File: config.mk
export PLATFORM = sky130hd
export DESIGN_NAME = step_controller
export DESIGN_NICKNAME = d
export VERILOG_FILES = /design/src/rtl/step_ctrl_pkg.sv /design/src/rtl/btn_debounce.sv /design/src/rtl/step_controller.sv
export SDC_FILE = /design/constraint.sdc
export NUM_CORES = 1
export LEC_CHECK = 0
export CAP_MARGIN = 5
export CORE_MARGIN = 2
export CORE_UTILIZATION = 40
export CTS_CLUSTER_SIZE = 12
export DETAILED_ROUTE_END_ITERATION = 12
export GPL_TIMING_DRIVEN = 0
export PLACE_DENSITY = 0.58
export SLEW_MARGIN = 10
export SYNTH_ARGS = -nofsm -noshare
export SYNTH_HDL_FRONTEND = slang
export SYNTH_HIERARCHICAL = 1
export SYNTH_SLANG_ARGS = --single-unit
File: constraint.sdc
create_clock -name clk -period 2.25 [get_ports clk]
set_clock_uncertainty 0.2 [all_clocks]
set_input_delay 0.3375 -clock clk [delete_from_list [all_inputs] [get_ports clk]]
set_output_delay 0.3375 -clock clk [all_outputs]
set_load 0.1 [all_outputs]
File: src/rtl/step_ctrl_pkg.sv
// Shared types and constants for the step controller front end.
package step_ctrl_pkg;

    localparam int STATE_W = 2;

    typedef enum logic [STATE_W-1:0] {
        S_MANUAL     = 2'd0,
        S_AUTO_RUN   = 2'd1,
        S_AUTO_PAUSE = 2'd2
    } state_e;

    localparam int                 SPEED_W       = 4;
    localparam logic [SPEED_W-1:0] SPEED_MIN     = 4'd1;
    localparam logic [SPEED_W-1:0] SPEED_MAX     = 4'd15;
    localparam int                 INTERVAL_BASE = 16;

    // Tick count at which the auto interval (INTERVAL_BASE - speed ticks) completes.
    function automatic logic [SPEED_W-1:0] last_tick(input logic [SPEED_W-1:0] spd);
        return SPEED_W'(INTERVAL_BASE - 1 - int'(spd));
    endfunction

endpackage

File: src/rtl/btn_debounce.sv
// Two-flop synchronizer plus stability counter; emits the clean level and a
// one-cycle pulse on each accepted rising edge of that level.
module btn_debounce #(
    parameter int DEBOUNCE_CYCLES = 240000
) (
    input  logic clk,
    input  logic rst,
    input  logic raw,
    output logic level,
    output logic press
);

    localparam int               CNT_W    = $clog2(DEBOUNCE_CYCLES + 1);
    localparam logic [CNT_W-1:0] CNT_DONE = CNT_W'(DEBOUNCE_CYCLES);

    logic             sync1_q, sync2_q;
    logic             level_q, level_d;
    logic             press_q, press_d;
    logic [CNT_W-1:0] cnt_q, cnt_d;

    always_comb begin
        level_d = level_q;
        press_d = 1'b0;
        cnt_d   = cnt_q + CNT_W'(1);
        if (sync2_q == level_q) begin
            cnt_d = '0;
        end else if (cnt_q == CNT_DONE) begin
            level_d = sync2_q;
            press_d = sync2_q;
            cnt_d   = '0;
        end
    end

    always_ff @(posedge clk or negedge rst) begin
        if (!rst) begin
            sync1_q <= 1'b0;
            sync2_q <= 1'b0;
            level_q <= 1'b0;
            press_q <= 1'b0;
            cnt_q   <= '0;
        end else begin
            sync1_q <= raw;
            sync2_q <= sync1_q;
            level_q <= level_d;
            press_q <= press_d;
            cnt_q   <= cnt_d;
        end
    end

    assign level = level_q;
    assign press = press_q;

endmodule

File: src/rtl/step_controller.sv
// Debounced button front end, saturating speed register and manual/auto/pause
// sequencer that issues one-cycle step pulses to the pattern datapath.
module step_controller
    import step_ctrl_pkg::*;
#(
    parameter int DEBOUNCE_CYCLES = 240000,
    parameter int BASE_TICK_DIV   = 1200000,
    parameter int SPEED_RESET     = 1
) (
    input  logic               clk,
    input  logic               rst,
    input  logic               mode,
    input  logic               trig,
    input  logic               spd_up,
    input  logic               spd_down,
    output logic               step,
    output logic [SPEED_W-1:0] speed,
    output logic               mode_led,
    output logic               pause_led,
    output logic [STATE_W-1:0] ctrl_state
);

    localparam int PRE_W    = $clog2(BASE_TICK_DIV);
    localparam int BTN_TRIG = 0;
    localparam int BTN_UP   = 1;
    localparam int BTN_DN   = 2;
    localparam int BTN_MODE = 3;

    logic [3:0] btn_raw, btn_lvl, btn_prs;
    logic       unused_btn;

    assign btn_raw = {mode, spd_down, spd_up, trig};

    for (genvar g = 0; g < 4; g++) begin : g_btn
        btn_debounce #(.DEBOUNCE_CYCLES(DEBOUNCE_CYCLES)) u_btn (
            .clk  (clk),
            .rst  (rst),
            .raw  (btn_raw[g]),
            .level(btn_lvl[g]),
            .press(btn_prs[g])
        );
    end

    // Only the mode switch needs its level; the buttons only need their presses.
    assign unused_btn = ^{btn_lvl[BTN_DN:BTN_TRIG], btn_prs[BTN_MODE]};

    logic trig_p, up_p, dn_p, mode_lvl;
    assign trig_p   = btn_prs[BTN_TRIG];
    assign up_p     = btn_prs[BTN_UP];
    assign dn_p     = btn_prs[BTN_DN];
    assign mode_lvl = btn_lvl[BTN_MODE];

    state_e             state_q, state_d;
    logic [SPEED_W-1:0] speed_q, speed_d;
    logic [PRE_W-1:0]   pre_q, pre_d;
    logic [3:0]         tick_q, tick_d;
    logic               step_q, step_d;
    logic               mode_led_q, pause_led_q;
    logic               base_tick;

    assign base_tick = (pre_q == PRE_W'(BASE_TICK_DIV - 1));

    always_comb begin
        speed_d = speed_q;
        if (up_p && !dn_p && speed_q != SPEED_MAX) begin
            speed_d = speed_q + SPEED_W'(1);
        end else if (dn_p && !up_p && speed_q != SPEED_MIN) begin
            speed_d = speed_q - SPEED_W'(1);
        end
    end

    // Mode changes are checked before trig so a coincident trig press is dropped.
    always_comb begin
        state_d = state_q;
        step_d  = 1'b0;
        pre_d   = pre_q;
        tick_d  = tick_q;
        case (state_q)
            S_MANUAL: begin
                pre_d  = '0;
                tick_d = '0;
                if (mode_lvl) state_d = S_AUTO_RUN;
                else          step_d  = trig_p;
            end
            S_AUTO_RUN: begin
                if (!mode_lvl) begin
                    state_d = S_MANUAL;
                    pre_d   = '0;
                    tick_d  = '0;
                end else begin
                    pre_d = base_tick ? '0 : pre_q + PRE_W'(1);
                    if (base_tick) begin
                        if (tick_q >= last_tick(speed_q)) begin
                            tick_d = '0;
                            step_d = 1'b1;
                        end else begin
                            tick_d = tick_q + 4'd1;
                        end
                    end
                    if (trig_p) state_d = S_AUTO_PAUSE;
                end
            end
            S_AUTO_PAUSE: begin
                if (!mode_lvl) begin
                    state_d = S_MANUAL;
                    pre_d   = '0;
                    tick_d  = '0;
                end else if (trig_p) begin
                    state_d = S_AUTO_RUN;
                end
            end
            default: begin
                state_d = S_MANUAL;
                pre_d   = '0;
                tick_d  = '0;
            end
        endcase
    end

    always_ff @(posedge clk or negedge rst) begin
        if (!rst) begin
            state_q     <= S_MANUAL;
            speed_q     <= SPEED_W'(SPEED_RESET);
            pre_q       <= '0;
            tick_q      <= '0;
            step_q      <= 1'b0;
            mode_led_q  <= 1'b0;
            pause_led_q <= 1'b0;
        end else begin
            state_q     <= state_d;
            speed_q     <= speed_d;
            pre_q       <= pre_d;
            tick_q      <= tick_d;
            step_q      <= step_d;
            mode_led_q  <= (state_d == S_AUTO_RUN) || (state_d == S_AUTO_PAUSE);
            pause_led_q <= (state_d == S_AUTO_PAUSE);
        end
    end

    assign step       = step_q;
    assign speed      = speed_q;
    assign mode_led   = mode_led_q;
    assign pause_led  = pause_led_q;
    assign ctrl_state = state_q;

endmodule

* Word level (Yosys, flattened, before mapping)
Index checks and enable logic that the tools add are counted.
Word-level totals: bits in read-only memories 0, word-level logic and storage cells 107, bits in latches 0, output and inout bits 9, memories 0, input port bits 6, bits in writable memories 0, flip-flop bits (word level) 121
Cells by class: eq/ne operators 17, bitwise operators 4, reduce and logical (&&, ||, !) cells 14, div/mod/pow operators 0, multipliers 0, shift operators 0, $lt $le $gt $ge 1, multiplexer cells 36, add/subtract/negate cells 9
Operators with widths (count):
- 18-bit two-way mux | 8
- 18-bit by 1-bit adder with 18-bit output, second input constant | 4
- 18-bit == test, second input constant | 4
- 21-bit two-way mux | 3
- 21-bit case mux with 2 select lines | 1
- 4-bit two-way mux | 6
- 21-bit by 1-bit adder with 21-bit output, second input constant | 1
- 21-bit == test, second input constant | 1
- 1-bit two-way mux | 10
- 2-bit two-way mux | 5
- 2-bit AND reduction | 5
- 4-bit by 1-bit adder with 4-bit output, second input constant | 2
- 4-bit case mux with 2 select lines | 1
- 2-bit case mux with 3 select lines | 1
- 1-bit == test | 4
- 2-bit by 1-bit == test with 1-bit output, second input constant | 2
- 2-bit == test, second input constant | 2
- 4-bit >= comparator | 1
- 1-bit logical AND | 4
- 4-bit by 1-bit != test with 1-bit output, second input constant | 1
- 4-bit != test, second input constant | 1
- 1-bit inverter | 4
- 4-bit by 1-bit subtractor with 4-bit output, second input constant | 1
- 4-bit subtractor, first input constant | 1
- 7 further kinds | 8

* Logic depth before layout (Yosys ltp)
Gate-level depths: netlist (run 1).
word-level depth 6, mapped depth 7, mapped depth without buffers 7

* Modules after synthesis
Netlist (run 1), hierarchy kept.
By module, submodules not included:
- btn_debounce | times used 4, area each 1079.8 um2, cells each 103
- step_controller | times used 1, area each 1919.3 um2, cells each 199

* Worst setup path before layout (run 1)
OpenSTA, ideal clock, no wires.
path kind register to register, start reg speed_q[0], in the netlist speed[0], end reg tick_q[0], cell stages (with the launch flop) 8, arrival time 2.272 ns, setup time 0.095 ns, period minus slack after synthesis 2.568 ns, path slack -0.318 ns, path buffers 0, required time 1.955 ns, cells stage by stage dfstp_2 inv_1 ha_1 nand2b_1 a211oi_1 o21bai_1 or2_2 o31ai_1
Between the ends: longest elaborated chain between the ends 6
RTL lines:
- start, declared | RTL line step_controller.sv:54 | logic [SPEED_W-1:0] speed_q, speed_d;
- start signal, assigned | RTL line step_controller.sv:123 | speed_q <= SPEED_W'(SPEED_RESET);
- start signal, assigned | RTL line step_controller.sv:131 | speed_q <= speed_d;
- 4-bit subtractor | RTL line step_ctrl_pkg.sv:19 | return SPEED_W'(INTERVAL_BASE - 1 - int'(spd));
- 4-bit >= comparator | RTL line step_controller.sv:93 | if (tick_q >= last_tick(speed_q)) begin
- 4-bit two-way mux | RTL line step_controller.sv:93
- 4-bit two-way mux | RTL line step_controller.sv:92 | if (base_tick) begin
- 4-bit two-way mux | RTL line step_controller.sv:86 | if (!mode_lvl) begin
- 4-bit case mux with 2 select lines | RTL line step_controller.sv:78 | case (state_q)
- end signal, assigned | RTL line step_controller.sv:133 | tick_q <= tick_d;
- end, declared | RTL line step_controller.sv:56 | logic [3:0] tick_q, tick_d;
No other way between the ends. The select of a mux whose other input is x is not followed. A chain may end at the register's enable or synchronous reset.

* Final worst setup path (run 1)
start reg g_btn[1].u_btn.cnt_q[4], end reg g_btn[1].u_btn.level_q
Between the ends: longest elaborated chain between the ends 2
RTL lines:
- start, declared | RTL line btn_debounce.sv:19 | logic [CNT_W-1:0] cnt_q, cnt_d;
- start signal, assigned | RTL line btn_debounce.sv:46 | cnt_q <= cnt_d;
- 18-bit == test | RTL line btn_debounce.sv:27 | end else if (cnt_q == CNT_DONE) begin
- 2-bit AND reduction (no line)
- end signal, assigned | RTL line btn_debounce.sv:44 | level_q <= level_d;
- end, declared | RTL line btn_debounce.sv:17 | logic level_q, level_d;
No other way between the ends.

==> results.sh, run 1 <==
export IMPL_status="finished, final reports clean"
export IMPL_power_density_mw_per_mm2=683
export IMPL_fin_cells=857
export IMPL_dp_cells=812
export IMPL_min_to="g_btn[0].u_btn/sync2_q"
export IMPL_totalPowerFinal_w=0.00502
export IMPL_cts_tree="done"
export IMPL_syn_area_mm2=0.00621
export IMPL_start_util=0.408
export IMPL_yosys_warnings=6
export IMPL_finalHoldViolations=0
export IMPL_min_from="g_btn[0].u_btn/sync1_q"
export IMPL_layout_area_overhead_vs_synth_pct=18.4
export IMPL_grt_overflow=0
export IMPL_final_common_cell="dfrtp_1"
export IMPL_cts_max_level=4
export IMPL_nets=680
export IMPL_wire_per_inst_um=14.1
export IMPL_rows=45
export IMPL_diodes=0
export IMPL_relSlewSlack=0.364
export IMPL_crit_start="g_btn[1].u_btn/cnt_q[4]"
export IMPL_maxCapViolCount=0
export IMPL_antenna_left=0
export IMPL_cp_start_kind="register"
export IMPL_dp_hpwl_um=8130
export IMPL_via_per_inst=5.38
export IMPL_crit_arrival_ns=2.30
export IMPL_cts_root_buf="clkbuf_16"
export IMPL_drt_iter0_markers=267
export IMPL_worstSetupPathType="reg -> reg"
export IMPL_worst_pin_slew_ns=0.958
export IMPL_synthesis_nets=633
export IMPL_whs_path_depth=0
export IMPL_setup_viol=0
export IMPL_rsz0062_at_grt="true"
export IMPL_hold_class="reg -> reg"
export IMPL_min_period_ns=2.20
export IMPL_final_core_util=0.483
export IMPL_cts_buffer_depth=2
export IMPL_core_area_mm2=0.0152
export IMPL_syn_area_per_cell_um2=10.2
export IMPL_reg2reg_depth=4
export IMPL_fmax_mhz=454
export IMPL_grt_pass1_wl_um=20700
export IMPL_cts_buffers=17
export IMPL_grt_use_total=0.157
export IMPL_critPathCaptureType="register"
export IMPL_worstPathMaxFanout=7
export IMPL_ir_drop_mv=0.565
export IMPL_io_buffers=14
export IMPL_drtPass1Iterations=4
export IMPL_clk_latency_ns=0.41
export IMPL_reg2reg_setup_slack_ns=0.05
export IMPL_period_share=0.980
export IMPL_grt_pass1_vias=4319
export IMPL_ios=15
export IMPL_clkTransAtPathRegs_ns=0.05
export IMPL_cp_required_ns=2.34
export IMPL_die_area_mm2=0.0165
export IMPL_die_w_um=129
export IMPL_drv_slew=0
export IMPL_p_leak_nw=3.10
export IMPL_grt_start_max_net_pins=77
export IMPL_num_vias=4611
export IMPL_r2r_end="g_btn[1].u_btn/level"
export IMPL_cts_sinks=121
export IMPL_regToRegStartpoint="g_btn[1].u_btn/cnt_q[4]"
export IMPL_drive_gt1_frac=0.148
export IMPL_antenna_found_initial=0
export IMPL_gp_congestion=0.795
export IMPL_die_y_um=129
export IMPL_drc=0
export IMPL_layout_common_cells="dfrtp_1, nor2_1, nand2_1"
export IMPL_fin_tns_setup_ns=0
export IMPL_synthCells=609
export IMPL_wl_um=12100
where the power goes:
part / total [W] / leakage (nW) / switching [W] / internal (W)
combinational: 0.000170 / 1.18 / 0.0000959 / 0.0000744
sequential: 0.00223 / 1.65 / 0.0000261 / 0.00220
clock: 0.00262 / 0.274 / 0.000937 / 0.00168
metrics by stage:
step / area [µm²] / worst slack (ns) / hold WS (ns)
final: 7350 / 0.0456 / 0.145
after global routing: 7350 / -0.0349 / 0.155
after CTS: 7230 / 0.0118 / 0.147
after detailed placement: 6640 / -0.0677 / 0.0952
after global placement: 6610 / -4.68 / 0.139
after floorplan: 6230 / -0.00696 / -0.158
cell type report:
class / count / area [µm²]
clock inverter: 8 / 95.1
multi-input combinational: 446 / 3060
buffer: 7 / 52.6
fill: 1407 / 7860
tap: 188 / 235
timing repair buffer: 28 / 260
sequential: 121 / 3040
inverter: 35 / 134
clock buffer: 24 / 472
registers in the layout (all words and copies together) (netlist names):
signal / cells
ctrl_state: 2
g_btn.u_btn/cnt_q: 72
g_btn.u_btn/level: 4
g_btn.u_btn/press: 3
g_btn.u_btn/sync1_q: 4
g_btn.u_btn/sync2_q: 4
mode_led: 1
pause_led: 1
pre_q: 21
speed: 4
step: 1
tick_q: 4
how the worst max path moves through the flow:
stage	end	slack [ns]	cells after the start
6_report	g_btn[1].u_btn/level	0.05	4
5_1_grt	g_btn[1].u_btn/level	-0.03	4
3_5_place_dp	speed[0]	-0.07	1
3_3_place_gp	ctrl_state[0]	-4.68	1
2_1_floorplan	tick_q[0]	-0.007	7
4_1_cts	speed[2]	0.01	1
critical path, cell delays in order (launching register included):
cell	delay (ns)
dfrtp_1	0.46
nor4_2	0.35
nand4_1	0.22
or4_4	0.55
mux2_4	0.31
what timing repair did:
action / 4_1_cts / 5_1_grt
pin swaps: 7 / 13
endpoints found under the setup margin: 62 / 52
hold endpoints to repair: 45 / 0
hold buffers: 1 / 0
buffers inserted: 1 / 11
resized for setup: 21 / 9
metal layers:
metal  up-vias  GRT usage  part of all wire  routed length, µm
li1       2282          -                 -                  -
met1      2275      0.212              0.50               6040
met2        44      0.244              0.47               5660
met3        10     0.0374             0.022                269
met4         0     0.0665             0.013                159
met5         -          0                 0                  0
(Power assumes the default switching activity.)
==> run 2, diff against run 1 <==
- CORE_MARGIN: 2 -> not set
==> run 2 against run 1 <==
Net effect: global-route usage increased by 0.83 points; routed wire length increased by 2.0%; non-clock buffer count increased by 9; flip-flop and latch count unchanged; largest power group unchanged; worst hold slack improved by 0.00070 ns; critical path depth increased by 1; largest cell class unchanged; utilization increased by 0.59 points; final area increased by 0.85%; setup slack improved by 0.0032 ns.
==> results.sh, run 2 (synthesis gave the netlist of run 1 again) <==
export IMPL_grt_use_total=0.165
export IMPL_reg_top3="g_btn.u_btn/cnt_q: 72 flops, pre_q: 21 flops"
export IMPL_final_fill_count=1356
export IMPL_final_core_util=0.489
export IMPL_rsz0062_at_grt="true"
export IMPL_cts_buffers=17
export IMPL_diodes=0
export IMPL_status="finished, final reports clean"
export IMPL_grt_overflow=0
export IMPL_clk_latency_ns=0.41
export IMPL_p_sw_w=0.00100
export IMPL_cts_buffer_depth=2
export IMPL_placed_area_mm2=0.00664
export IMPL_antenna_left=0
export IMPL_finalHoldViolations=0
export IMPL_crit_end="pre_q[0]"
export IMPL_clkTransAtPathRegs_ns=0.05
export IMPL_grt_pass1_wl_um=21100
export IMPL_critPathCaptureType="register"
export IMPL_start_util=0.410
export IMPL_die_w_um=127
export IMPL_crit_arrival_ns=2.30
export IMPL_cts_sinks=121
export IMPL_reg2reg_depth=5
export IMPL_top_register="g_btn.u_btn/cnt_q"
export IMPL_power_density_mw_per_mm2=661
export IMPL_nets=689
export IMPL_r2r_end="pre_q[0]"
export IMPL_grt_pass1_vias=4571
export IMPL_wl_um=12400
export IMPL_setup_viol=0
export IMPL_wire_per_inst_um=14.3
export IMPL_ios=15
export IMPL_antenna_found_initial=0
export IMPL_gp_congestion=0.802
export IMPL_cts_max_level=4
export IMPL_core_area_mm2=0.0151
export IMPL_dp_cells=812
export IMPL_cp_required_ns=2.35
export IMPL_worstPathMaxFanout=6
export IMPL_relSlewSlack=0.368
export IMPL_drt_iter0_markers=308
export IMPL_die_y_um=127
export IMPL_reg2reg_setup_slack_ns=0.05
export IMPL_hold_class="reg -> reg"
export IMPL_largest_reg_flops=72
export IMPL_via_per_inst=5.48
export IMPL_rows=45
export IMPL_cts_tree="done"
export IMPL_final_area_mm2=0.00741
export IMPL_num_vias=4733
export IMPL_drive_gt1_frac=0.157
export IMPL_drc=0
export IMPL_multi_input_area_mm2=0.00308
export IMPL_swShare=0.205
export IMPL_drtPass1Iterations=4
export IMPL_drv_slew=0
export IMPL_cts_root_buf="clkbuf_16"
export IMPL_ir_drop_mv=0.514
export IMPL_layout_area_overhead_vs_synth_pct=19.4
export IMPL_worstSetupPathType="reg -> reg"
export IMPL_period_share=0.978
export IMPL_die_area_mm2=0.0160
export IMPL_grt_start_max_net_pins=71
export IMPL_cp_start_kind="register"
export IMPL_p_leak_nw=3.15
export IMPL_fmax_mhz=454
export IMPL_min_period_ns=2.20
export IMPL_final_common_cell="dfrtp_1"
export IMPL_regToRegStartpoint="pre_q[15]"
export IMPL_maxCapViolCount=0
export IMPL_seqPwrFrac=0.455
export IMPL_clockPowerShare=0.509
export IMPL_regArea_mm2=0.00304
export IMPL_dp_hpwl_um=8300
export IMPL_layout_common_cells="dfrtp_1, nor2_1, nand2_1"
export IMPL_p_int_w=0.00389
export IMPL_crit_start="pre_q[15]"
export IMPL_worst_pin_slew_ns=0.951
export IMPL_fin_cells=863
export IMPL_p_comb_frac=0.036
export IMPL_io_buffers=14
-- run 2: cell count changes in the layout (fill, tap and decap cells not counted), moves of 2 or more --
cell	change
buf_4	+7
clkbuf_8	+2
nor3b_1	+2
clkinv_2	-2
clkinvlp_4	-2
nor3b_2	-2
-- run 2: through the flow --
stage          power, W  worst slack, ns  hold WS, ns  setup TNS [ns]
6_report        0.00490           0.0488        0.146               0
5_1_grt         0.00509          -0.0492        0.147         -0.0697
4_1_cts         0.00495          0.00295        0.145               0
3_5_place_dp    0.00242          -0.0815        0.123           -2.11
3_3_place_gp    0.00241            -4.61        0.137         -503.39
2_1_floorplan   0.00233         -0.00696       -0.158        -0.00696
-- run 2: timing repair --
item | in CTS | in global routing
gates resized for setup | 21 | 13
hold buffers | 1 | 0
hold endpoints to repair | 51 | 0
pin swaps | 9 | 17
gates cloned | 0 | 1
setup endpoints to repair | 66 | 61
buffers inserted | 1 | 19
-- run 2: how the worst min path moves through the flow --
stage	from	to	slack, ns	depth (start not counted)
after CTS	trig	g_btn[0].u_btn/sync1_q	0.14	1
after detailed placement	rst	g_btn[2].u_btn/cnt_q[14]	0.12	1
after global routing	g_btn[1].u_btn/sync1_q	g_btn[1].u_btn/sync2_q	0.15	0
after floorplan	rst	ctrl_state[0]	-0.16	0
after global placement	g_btn[2].u_btn/sync1_q	g_btn[2].u_btn/sync2_q	0.14	0
final	g_btn[1].u_btn/sync1_q	g_btn[1].u_btn/sync2_q	0.15	0
-- run 2: critical path, stage by stage, from the launching register on --
cell and delay [ns]:
dfrtp_2 0.43, or4b_4 0.52, nor4_4 0.38, a21oi_4 0.14, buf_6 0.16, mux2_2 0.25
-- run 2: layout make-up --
| type | count | share of cell area |
|---|---|---|
| clock inverters | 3 | 0.00540 |
| plain buffers | 7 | 0.00760 |
| multi-input cells | 446 | 0.416 |
| flip-flops and latches | 121 | 0.410 |
| inverters | 35 | 0.0181 |
| clock buffers | 26 | 0.0674 |
| well taps | 188 | 0.0318 |
| repair buffers | 37 | 0.0439 |
-- run 2: per-layer routing --
metal,global-route usage,up-vias,share of wire
met1,0.210,2337,0.48
met2,0.266,71,0.48
li1,-,2306,-
met5,0,-,0
met4,0.0801,0,0.020
met3,0.0392,19,0.026
-- run 2: power by group through the flow --
stage | clock [W] | combinational [W] | sequential, W
after floorplan | 0 | 0.0000726 | 0.00226
after detailed placement | 0 | 0.000152 | 0.00227
after CTS | 0.00256 | 0.000155 | 0.00223
after global placement | 0 | 0.000143 | 0.00227
final | 0.00249 | 0.000177 | 0.00223
after global routing | 0.00265 | 0.000204 | 0.00223
==> run 3, diff against run 2 <==
- SETUP_SLACK_MARGIN: not set -> 0.15
- TNS_END_PERCENT: not set -> 5
==> run 3 against run 2 <==
Net effect: combinational power up 30%; final cell count grew 1.2%; critical path type unchanged; register-to-register slack worse by 0.06 ns; highest routed layer unchanged; clock power is 16% higher; power rose by 9.0%; the run now ends with setup timing left.
==> results.sh, run 3 (synthesis gave the netlist of run 1 again) <==
export IMPL_status="finished with violations"
export IMPL_violations="setup timing"
export IMPL_hold_class="reg -> reg"
export IMPL_drtPass1Iterations=4
export IMPL_period_share=1.00
export IMPL_p_sw_w=0.00117
export IMPL_cts_tree="done"
export IMPL_whs_path_depth=0
export IMPL_rows=45
export IMPL_p_comb_frac=0.043
export IMPL_die_area_mm2=0.0160
export IMPL_cts_sinks=121
export IMPL_top_register="g_btn.u_btn/cnt_q"
export IMPL_final_core_util=0.525
export IMPL_drt_iter0_markers=194
export IMPL_wl_um=13100
export IMPL_r2r_end="g_btn[1].u_btn/level"
export IMPL_antenna_left=0
export IMPL_worst_pin_slew_ns=0.584
export IMPL_core_area_mm2=0.0151
export IMPL_num_vias=4737
export IMPL_totalPowerFinal_w=0.00534
export IMPL_worstSetupPathType="reg -> reg"
export IMPL_gp_congestion=0.840
export IMPL_min_to="g_btn[1].u_btn/sync2_q"
export IMPL_clkTransAtPathRegs_ns=0.05
export IMPL_cp_start_kind="register"
export IMPL_dp_cells=812
export IMPL_die_w_um=127
export IMPL_clk_latency_ns=0.41
export IMPL_reg_top3="g_btn.u_btn/cnt_q: 72 flops, pre_q: 21 flops"
export IMPL_grt_pass1_wl_um=21300
export IMPL_min_period_ns=2.26
export IMPL_grt_use_total=0.166
export IMPL_swShare=0.219
export IMPL_power_density_mw_per_mm2=671
export IMPL_critPathCaptureType="register"
export IMPL_start_util=0.410
export IMPL_wire_per_inst_um=15.0
export IMPL_wl_met3_um=355
export IMPL_seqPwrFrac=0.418
export IMPL_ios=15
export IMPL_worstPathMaxFanout=3
export IMPL_p_int_w=0.00417
export IMPL_cp_required_ns=2.34
export IMPL_fmax_mhz=443
export IMPL_route_met2_wl_um=6440
export IMPL_maxCapViolCount=0
export IMPL_antenna_found_initial=0
export IMPL_fin_cells=873
export IMPL_finalHoldViolations=0
export IMPL_grt_pass1_vias=4433
export IMPL_grt_start_max_net_pins=63
export IMPL_route_top_layer_used="met4"
export IMPL_cts_max_level=4
export IMPL_dp_hpwl_um=8280
export IMPL_regToRegStartpoint="g_btn[1].u_btn/cnt_q[0]"
export IMPL_largest_reg_flops=72
export IMPL_final_common_cell="dfrtp_1"
export IMPL_worst_slack_ns=-0.00802
export IMPL_layout_common_cells="dfrtp_1, nor2_1, nand2_1"
export IMPL_io_buffers=14
export IMPL_clockPowerShare=0.539
export IMPL_relSlewSlack=0.611
export IMPL_reg2reg_depth=6
export IMPL_reg2reg_setup_slack_ns=-0.008
export IMPL_min_from="g_btn[1].u_btn/sync1_q"
export IMPL_cts_buffers=17
export IMPL_cts_buffer_depth=2
export IMPL_crit_arrival_ns=2.35
export IMPL_p_leak_nw=3.20
export IMPL_grt_overflow=0
export IMPL_drv_slew=0
export IMPL_setup_viol=1
export IMPL_rsz0062_at_grt="true"
export IMPL_layout_area_overhead_vs_synth_pct=28.1
export IMPL_met1_length_um=6180
export IMPL_diodes=0
export IMPL_via_per_inst=5.43
export IMPL_die_y_um=127
export IMPL_drc=0
export IMPL_drive_gt1_frac=0.285
export IMPL_nets=696
export IMPL_ir_drop_mv=0.496
export IMPL_cts_root_buf="clkbuf_16"
run 3: cell count changes in the layout (fill, tap and decap cells not counted), sizes merged:
cell	delta
dlygate4sd2	-3
clkdlybuf4s15	+4
clkbuf	-11
buf	+8
clkinvlp	+2
bufinv	+3
clkinv	+7
run 3: metal layers:
| layer | track usage | vias up |
|---|---|---|
| li1 | - | 2312 |
| met1 | 0.216 | 2348 |
| met2 | 0.266 | 68 |
| met3 | 0.0434 | 9 |
| met4 | 0.0595 | 0 |
| met5 | 0 | - |
run 3: through the flow:
| stage | setup slack [ns] | hold slack, ns | instance area [µm²] | TNS, ns |
|---|---|---|---|---|
| 2_1_floorplan | 0.0207 | -0.158 | 6230 | 0 |
| 3_3_place_gp | -4.67 | 0.136 | 6610 | -510.23 |
| 3_5_place_dp | -0.0978 | 0.137 | 6640 | -2.77 |
| 4_1_cts | 0.00511 | 0.147 | 7440 | 0 |
| 5_1_grt | -0.0908 | 0.141 | 7950 | -0.437 |
| 6_report | -0.00802 | 0.146 | 7950 | -0.00802 |
run 3: worst max-delay path, stage by stage (launching register included):
cell,delay [ns]
dfrtp_2,0.42
inv_2,0.08
ha_4,0.13
nor4b_4,0.18
nand4_1,0.20
or4_4,0.61
mux2_4,0.31
run 3: what timing repair did:
| item | in CTS | in global routing |
|---|---|---|
| endpoints found under the hold margin | 61 | 0 |
| pin swaps | 58 | 53 |
| setup buffers | 2 | 25 |
| hold buffers | 1 | 0 |
| gates cloned | 0 | 1 |
| setup endpoints to repair | 97 | 96 |
| resized for setup | 67 | 83 |
run 3: power groups by stage:
stage	Sequential (W)	Clock [W]	Combinational, W
floorplan	0.00226	0	0.0000726
global placement	0.00227	0	0.000143
detailed placement	0.00227	0	0.000152
CTS	0.00223	0.00294	0.000176
global route	0.00223	0.00303	0.000258
finish	0.00223	0.00288	0.000230
run 3: final cells by class:
cell class	count	area, µm²
sequential	121	3040
multi-input combinational	446	3420
inverter	35	134
clock inverter	15	203
buffer	7	92.6
clock buffer	17	425
tap	188	235
timing repair buffer	44	398
fill	1343	7200
run 3: worst max-delay path by stage:
stage / from / to / slack [ns]
detailed placement: g_btn[2].u_btn/cnt_q[0] / g_btn[2].u_btn/cnt_q[3] / -0.1
global placement: rst / speed[1] / -4.67
CTS: g_btn[2].u_btn/cnt_q[0] / g_btn[2].u_btn/cnt_q[10] / 0.005
finish: g_btn[1].u_btn/cnt_q[0] / g_btn[1].u_btn/level / -0.008
floorplan: speed[0] / tick_q[0] / 0.02
global route: g_btn[1].u_btn/cnt_q[1] / g_btn[1].u_btn/level / -0.09
==> variant (settings of run 2) <==
Register the inputs `mode`, `trig`, `spd_up` and `spd_down` before use, without a reset. The logic sees them one clock later.
--- a/src/rtl/step_controller.sv
+++ b/src/rtl/step_controller.sv
@@ -26,10 +26,22 @@
     localparam int BTN_DN   = 2;
     localparam int BTN_MODE = 3;
 
+    logic mode_q;
+    logic trig_q;
+    logic spd_up_q;
+    logic spd_down_q;
+
+    always_ff @(posedge clk) begin
+        mode_q     <= mode;
+        trig_q     <= trig;
+        spd_up_q   <= spd_up;
+        spd_down_q <= spd_down;
+    end
+
     logic [3:0] btn_raw, btn_lvl, btn_prs;
     logic       unused_btn;
 
-    assign btn_raw = {mode, spd_down, spd_up, trig};
+    assign btn_raw = {mode_q, spd_down_q, spd_up_q, trig_q};
 
     for (genvar g = 0; g < 4; g++) begin : g_btn
         btn_debounce #(.DEBOUNCE_CYCLES(DEBOUNCE_CYCLES)) u_btn (
Function: same outputs for any inputs over 10 cycles, from zero or initial values and one cycle with rst low; that may be too few to reach the edited logic, so the function may still have changed.
==> variant against run 2 <==
Power is 4.4% higher. Setup slack better by 0.012 ns. Sequential cell count increased by 4. Register-to-register slack improved by 0.02 ns. Critical path depth shrank 4. Routed wire length is 0.74% higher. Global-route usage up 0.16 points. Synthesized area increased by 1.3%. Combinational power fell by 6%. Critical path type is now reg -> out. Cell area grew 0.54%. Largest cell class is now sequential cells. Die area up 1.3%. Non-clock buffer count decreased by 8.
==> variant: results (changes against run 2) <==
The flow ran to the end, and the final reports show no timing, DRC or antenna violations. The logs give 2 (unchanged) for the number of buffers on the longest clock path and 21400 um (+1.5%) for the global-route wire length before repair. The fraction of layout instances using a drive strength above 1 works out to 14.2% (-1.5 points).

Clock latency on the worst-skew pair, taken at its later pin, is 0.42 ns. The critical path's largest stage delay is 0.65 ns (+0.13 ns), and the data arrival time of the critical path is 1.65 ns (-0.65 ns). On the critical path, the stage with the largest delay is an instance of dfstp_4. In this design, the largest share of critical-path delay is due to flip-flops. The number of inserted filler cells in the final layout is 1395 (+2.9%), and the length of the first detailed-routing pass in iterations is 4 (unchanged). The number of inserted diodes is 0 (unchanged), and the peak ir drop on the vdd network is 0.514 mV (+0.13%).

Worst max-slew margin expressed relative to the limit: 36.3% (-0.53 points). Biggest fanout along the worst timing path: 6 (unchanged). The number of antenna violations at the first check in global routing was 0 (unchanged); the depth of the worst hold-timing path was 0 (unchanged). The average size of a mapped cell was 10.3 um^2 (+0.63%). The number of H-tree branching levels is 4 (unchanged), and the number of buffers added on ports is 14 (unchanged). The clock-pin slew on the worst setup and hold paths is 0.05 ns (about the same). The final clock period utilization by the worst path works out to 97.3% (-0.55 points).

The logs give 0.783 (-2.3%) for the weighted congestion at the end of routability-driven global placement and 4494 (-1.7%) for the via count of the first global-routing pass. For the leakage power total, the log shows 3.13 nW (-0.61%). The logic depth of the worst register-to-register path is 6 (+1), and the combined global-route utilization of all metal layers is 16.7% (+0.16 points). The number of buffers created by CTS is 17 (unchanged), and the final total negative setup slack is 0 ns (unchanged). For the overall routed net length, the log shows 12500 um (+0.74%). The worst hold path class was reg -> reg.

The final-stage net count was 685 (-0.58%); the violation count after the first detailed-routing iteration was 251 (-19%). For the total nets after synthesis, the log shows 637 (+0.63%). The via count normalized by instance count was 5.25 (-4.3%); the total number of vias was 4644 (-1.9%). The half-perimeter wire length of the detailed placement result was 8300 um (about the same); the number of cells after detailed placement was 839 (+3.3%). The clock root buffer was clkbuf_16.

The number of warnings issued by yosys came out at 6 (unchanged). The tools report the pin count of the biggest net entering global routing as 67 (-5.6%). The largest registers in the layout are g_btn.u_btn/cnt_q x72, pre_q x21.
==> variant: what timing repair did <==
item,in CTS,in global routing
pin swaps,9,12
hold endpoints to repair,64,0
setup endpoints to repair,61,61
buffers inserted,1,12
hold buffers,1,0
resized for setup,21,4
==> variant: path summary, 6_finish.rpt <==
kind,startpoint,end,slack [ns]
worst max-delay path,speed[0],speed[0],0.06
worst min-delay path,spd_down_q,g_btn[2].u_btn/sync1_q,0.13
worst max register to register,g_btn[0].u_btn/cnt_q[0],g_btn[0].u_btn/level,0.07
worst min register to register,spd_down_q,g_btn[2].u_btn/sync1_q,0.13
max in group asynchronous,rst,ctrl_state[0],0.87
min in group asynchronous,rst,g_btn[1].u_btn/cnt_q[8],0.27
==> variant: cell type report <==
cell class              instances  area share, %
plain buffers                   7          0.756
clock buffers                  21           6.05
clock inverters                11           1.61
inverters                      35           1.80
multi-input cells             446           40.6
flip-flops and latches        125           41.8
well taps                     211           3.54
repair buffers                 29           3.76
==> variant: metal layers <==
metal / global-route usage [%] / up-vias / wire length (um)
li1: - / 2293 / -
met1: 22.2 / 2270 / 6010
met2: 26.1 / 68 / 5850
met3: 4.77 / 13 / 442
met4: 5.81 / 0 / 160
met5: 0 / - / 0
==> variant: metrics by stage <==
stage,hold slack (ns),setup slack (ns),instance area (um^2),util [%]
2_1_floorplan,-0.158,-0.00696,6310,-
3_3_place_gp,0.120,-4.60,6720,44.0
3_5_place_dp,0.120,-0.104,6740,44.2
4_1_cts,0.128,0.0153,7340,48.1
5_1_grt,0.134,-0.0111,7450,48.8
6_report,0.127,0.0613,7450,48.8
==> variant: where the power goes <==
part           switching, mW  internal, mW
clock                  0.988          1.65
sequential            0.0282          2.28
combinational         0.0957        0.0709
total                   1.11          4.00
